==> src/rtl/i2s_tx.sv <==
// I2S serialiser: buffers one stereo pair from a valid/ready source and shifts it out
// MSB-first with a one-slot delay after each WS edge, as directed by the frame_posn slot.
module i2s_tx #(
    parameter int WIDTH   = 16,
    parameter int COUNT_W = 8
) (
    input  logic               ck,
    input  logic               rst,
    input  logic               en,
    input  logic [5:0]         frame_posn,
    input  logic [WIDTH-1:0]   in_left,
    input  logic [WIDTH-1:0]   in_right,
    input  logic               in_valid,
    output logic               in_ready,
    output logic               sd,
    output logic               underrun,
    output logic [COUNT_W-1:0] underrun_count
);

    localparam logic [4:0] W5 = 5'(WIDTH);

    logic [WIDTH-1:0]   hold_left;
    logic [WIDTH-1:0]   hold_right;
    logic               holding_full;
    logic               holding_full_next;
    logic [WIDTH-1:0]   shift_left;
    logic [WIDTH-1:0]   shift_right;
    logic               sd_p1;
    logic [COUNT_W-1:0] count_p1;

    logic               frame_start;
    logic               accept;
    logic [4:0]         slot;
    logic [4:0]         bit_idx;
    logic [WIDTH-1:0]   half_word;
    logic [WIDTH-1:0]   aligned;
    logic               bit_p0;

    function automatic logic [COUNT_W-1:0] sat_inc(input logic [COUNT_W-1:0] v);
        if (&v)
            return v;
        return v + 1'b1;
    endfunction

    assign frame_start = en && (frame_posn == 6'd0);
    assign accept      = in_valid && !holding_full;
    assign in_ready    = !holding_full;
    assign underrun    = frame_start && !holding_full && !rst;

    // Accept and a full-holding load are mutually exclusive because accept needs empty.
    always_comb begin
        holding_full_next = holding_full;
        if (accept)
            holding_full_next = 1'b1;
        else if (frame_start && holding_full)
            holding_full_next = 1'b0;
    end

    // Stage p0: pick the bit for the current slot straight from frame_posn, no bit counter.
    always_comb begin
        slot      = frame_posn[4:0];
        half_word = frame_posn[5] ? shift_right : shift_left;
        bit_idx   = W5 - slot;
        aligned   = half_word >> bit_idx;
        bit_p0    = 1'b0;
        if ((slot >= 5'd1) && (slot <= W5))
            bit_p0 = aligned[0];
    end

    // Stage p1: registered serial output and shifter/holding state.
    always_ff @(posedge ck) begin
        if (rst) begin
            holding_full <= 1'b0;
            shift_left   <= '0;
            shift_right  <= '0;
            sd_p1        <= 1'b0;
            count_p1     <= '0;
        end else begin
            holding_full <= holding_full_next;
            if (frame_start) begin
                if (holding_full) begin
                    shift_left  <= hold_left;
                    shift_right <= hold_right;
                end else begin
                    shift_left  <= '0;
                    shift_right <= '0;
                    count_p1    <= sat_inc(count_p1);
                end
            end
            if (en)
                sd_p1 <= bit_p0;
        end
    end

    always_ff @(posedge ck) begin
        if (accept) begin
            hold_left  <= in_left;
            hold_right <= in_right;
        end
    end

    assign sd             = sd_p1;
    assign underrun_count = count_p1;

endmodule

==> config.mk <==
export PLATFORM = sky130hd
export DESIGN_NAME = i2s_tx
export DESIGN_NICKNAME = d
export VERILOG_FILES = /design/src/rtl/i2s_tx.sv
export SDC_FILE = /design/constraint.sdc
export NUM_CORES = 1
export LEC_CHECK = 0
export BUFFER_PORTS_ARGS = -buffer_cell sky130_fd_sc_hd__clkbuf_2
export CAP_MARGIN = 10
export CORE_MARGIN = 10
export CORE_UTILIZATION = 50
export DETAILED_ROUTE_END_ITERATION = 10
export GPL_TIMING_DRIVEN = 0
export PLACE_DENSITY = 0.73
export SLEW_MARGIN = 10
export SYNTH_ARGS = -nofsm -noshare
export SYNTH_HDL_FRONTEND = slang
export SYNTH_SLANG_ARGS = --single-unit
==> constraint.sdc <==
create_clock -name ck -period 3.9 [get_ports ck]
set_input_delay 0.78 -clock ck [delete_from_list [all_inputs] [get_ports ck]]
set_output_delay 0.78 -clock ck [all_outputs]
set_load 0.03 [all_outputs]
# Yosys cells after proc, flatten, opt, wreduce, memory -nomap -nowiden
# Cells that the tools add are included.
dict set report totals {
  reg_bits 74
  input_bits 42
  word_cells 37
}
dict set report op_classes {
  n_addsub 2
  magnitude_cmp 2
  n_eq_ne 1
  n_shift 1
  muxes 11
  bitwise_logic 1
  n_reduce_logical 12
}
# op n
set op_table {}
lappend op_table {{$mux W16} 3}
lappend op_table {{$shr A16 B5 Y1} 1}
lappend op_table {{$add A8 B1 Y8 const B} 1}
lappend op_table {{$mux W8} 1}
lappend op_table {{$reduce_and A8 Y1} 1}
lappend op_table {{$mux W1} 7}
lappend op_table {{$logic_and A1 B1 Y1} 6}
lappend op_table {{$logic_not A6 Y1} 1}
lappend op_table {{$ge A5 B1 Y1 const B} 1}
lappend op_table {{$le A5 B5 Y1 const B} 1}
lappend op_table {{$sub A5 B5 Y5 const A} 1}
lappend op_table {{$reduce_and A3 Y1} 1}
lappend op_table {{$logic_not A1 Y1} 2}
lappend op_table {{$ne A2 B2 Y1 const B} 1}
lappend op_table {{$reduce_bool A2 Y1} 1}
lappend op_table {{$not A1 Y1} 1}

# Longest topological paths before layout
dict set report logic_depth {
  depth_word 7
  ltp_mapped 9
}

# Least setup slack after synthesis
# No wires, ideal clock.
dict set report synth_timing {
  kind {input port to output port}
  startpoint {input frame_posn[0]}
  endpoint {output underrun}
  arrival_time_ns 2.184
  path_slack_ns 0.936
  path_stages 6
  cell_sequence {buf_6 inv_1 ha_1 nor3b_1 nand4_1 nor2_1}
}
dict set report synth_via {
  elab_chain_len 4
}
# item line
set synth_rtl {}
lappend synth_rtl {{start, declared} 10} ;# input logic [5:0] frame_posn,
lappend synth_rtl {{$logic_not A6 Y1} 45} ;# assign frame_start = en && (frame_posn == 6'd0);
lappend synth_rtl {{$logic_and A1 B1 Y1} 45}
lappend synth_rtl {{$logic_and A1 B1 Y1 (2 in series)} 48} ;# assign underrun = frame_start && !holding_full && !rst;
lappend synth_rtl {{end, declared} 16} ;# output logic underrun,
# Every way passes these cells.

# Worst setup path after layout
# Ends and elaborated chain as after synthesis.

==> results_dict.tcl <==
set metrics [dict create \
    setup_viol 0 \
    post-dp-hpwl_mm 4.29 \
    synth_cell_types 34 \
    slew_viol_final 0 \
    critical_path.endpoint_type "primary output" \
    floorplan.initialDensity 0.511 \
    io_pins 53 \
    hold_viol_final 0 \
    synth_flop_cell "dfxtp_1" \
    p_sw_uw 306 \
    worstSkewPairLatency_ns 0.34 \
    hold_path.class "flop to flop" \
    synth_edf_count 32 \
    p_int_mw 1.09 \
    ys_seq_area_frac 0.602 \
    crit_path_start_kind "input port" \
    clkPwrFrac 0.340 \
    path_cells "clkbuf_2 > buf_6 > inv_1 > ha_1 > nor3b_1 > nand4_1 > nor2_1 > clkbuf_2" \
    grt_max_degree 33 \
    period_needed_ns 3.30 \
    max_freq_ghz 0.303 \
    antenna_found_initial 0 \
    grt_pass1_vias 2234 \
    synth-async-reset-ratio 0 \
    syn-num-nets 315 \
    synth_area_sq_mm 0.00299 \
    drc 0 \
    final_antenna_net_count 0 \
    cts.reportedPaths.clkPinSlew_ns 0.06 \
    multi_input_area_sq_mm 0.00111 \
    worstPathArrival_ns 2.52 \
    die_h_um 97.4 \
    drtIter0Drc 104 \
    critPathTopFamily "simple AND/OR/NAND/NOR gates" \
    fin_crit_sh 0.847 \
    min_path_cells 2 \
    cts_max_level 3 \
    design_area_sq_mm 0.00349 \
    cp_common_cell "clkbuf_2" \
    die_w_um 97.4 \
    placed_cell_area_sq_mm 0.00334 \
    fin_skew_ns 0.00559 \
    cts_tree "done" \
    vias_per_cell 5.23 \
    max-clock-path-buffers 2 \
    final_common_cell "clkbuf_2" \
    vias 2141 \
    grt_first_pass_wirelength_mm 10.0 \
    num-fill-cells 490 \
    sw_frac_of_total 0.219 \
    place_congestion 0.811 \
    criticalPathCategory "input port to primary output" \
    ir_drop_mv 0.234 \
    rsz0062_at_grt "false" \
    status "finished, final reports clean" \
    nets 376 \
    drt-pass1-iter-count 4 \
    dieArea_sq_mm 0.00948 \
    syn_avg_cell_area_sq_um 11.1 \
    ff_latch_area_sq_mm 0.00180 \
    setup-tns-final_ns 0 \
    port_buffers 50 \
    antenna_cells 0 \
    post_cts_buffers 0 \
    maxCapViolCount 0 \
    path_max_fanout 10 \
    syn-instance-count 269 \
    cts_resized 0 \
    totalWireLength_mm 5.83 \
    wl_per_cell_um 14.2 \
    slew_headroom 0.453 \
    worst-slew-pin-transition_ns 0.819 \
    p_leak_nw 1.27 \
    crit_slowest_cell "nor3b_1" \
    fp-row-count 28 \
    critPathBufInv 4 \
    area_delta_synth_final_pct 16.7 \
    gr-total-overflow 0 \
    drive_above_1_share 0.201 \
    powerDensity_mw_per_mm2 401 \
    r2r_cells 6 \
    cp_num_cells 8 \
    core_sq_mm 0.00585 \
    root_buffer "clkbuf_8" \
    clock-sinks 74 \
    final_cell_mix "clkbuf_2 (50), dfxtp_1 (42), nand2_1 (37), nand3_1 (35), a21oi_1 (33)" \
    crit_required_ns 3.12 \
    cp_slowest_stage_delay_ns 0.40 \
    grtUsageTotal 0.130 \
    power_frac_comb 0.061 \
    numCtsBuffers 9 \
    synth-warning-count 0 \
    seqPwrFrac 0.599 \
    yosys_register_bits 74 \
    ctsHoldBuffers 0 \
]
[per-stage QoR]
step	hold slack [ns]	setup slack [ns]	instances	power, mW	util
finish	0.448	0.596	409	1.40	0.597
global route	0.480	0.346	409	1.46	0.597
CTS	0.451	0.588	409	1.42	0.597
detailed placement	0.444	0.599	394	0.942	0.571
global placement	0.436	0.601	394	0.940	0.570
floorplan	0.427	0.936	269	0.904	-
[synthesized netlist by cell type (all sizes together), types with 2 or more instances]
cell type | n | area, sq um
dfxtp | 42 | 841
nand2 | 37 | 139
nand3 | 35 | 175
a21oi | 33 | 165
edfxtp | 32 | 961
nor2 | 17 | 63.8
clkbuf | 16 | 60.1
mux2i | 8 | 80.1
xnor2 | 7 | 61.3
mux4 | 6 | 154
ha | 4 | 50.1
inv | 4 | 15.0
nand4 | 3 | 18.8
nor3b | 3 | 22.5
nor4 | 3 | 18.8
and3 | 2 | 17.5
buf | 2 | 15.0
nor3 | 2 | 10.0
[registers in the layout, indices dropped and copies added (netlist names)]
name	count
sd	1
underrun_count	8
shift_right	16
hold_right	16
hold_left	16
holding_full	1
shift_left	16
[routing by layer]
metal  wire length, um  track usage  vias to the layer above
met5                 0            0                        -
met4               171       0.0839                        0
met3               335       0.0420                       15
met2              2700        0.204                       58
met1              2630        0.148                      981
li1                  -            -                     1087
[power by group through the flow]
stage          registers, mW  clock network [mW]  logic, mW
2_1_floorplan          0.854                   0     0.0492
3_5_place_dp           0.856                   0     0.0862
5_1_grt                0.839               0.526     0.0970
6_report               0.838               0.476     0.0851
4_1_cts                0.838               0.491     0.0863
3_3_place_gp           0.856                   0     0.0833
[cell type report]
| class | instances | area share |
|---|---|---|
| Tap cell | 75 | 0.0269 |
| Timing Repair Buffer | 50 | 0.0717 |
| Clock inverter | 1 | 0.00143 |
| Clock buffer | 14 | 0.0409 |
| Inverter | 4 | 0.00430 |
| Multi-Input combinational cell | 173 | 0.317 |
| Buffer | 18 | 0.0215 |
| Sequential cell | 74 | 0.516 |
[kinds of logic (layout without fill, tap and decap cells)]
family | Yosys count | after routing | synth area share
adders and majority gates | 4 | 4 | 0.0167
muxes | 15 | 15 | 0.0820
DFF | 74 | 74 | 0.602
xor gates and xnor gates | 8 | 8 | 0.0234
buffers and inverters | 22 | 87 | 0.0301
AOI/OAI and AO/OA | 39 | 39 | 0.0782
and+or+nand+nor | 107 | 107 | 0.167
[path summary, 6_finish.rpt]
kind                  endpoint           from  slack [ns]
max                   underrun  frame_posn[0]        0.60
min              shift_left[8]  shift_left[8]        0.45
max reg2reg  underrun_count[4]   holding_full        2.17
min reg2reg      shift_left[8]  shift_left[8]        0.45
[worst min-delay path: cells and delay by family, from the launching register on]
kind            cells  cell delay, ns
compound gates      1            0.05
flops               1            0.31
simple gates        1            0.05
Note: power is estimated with default switching activity, not from simulation.
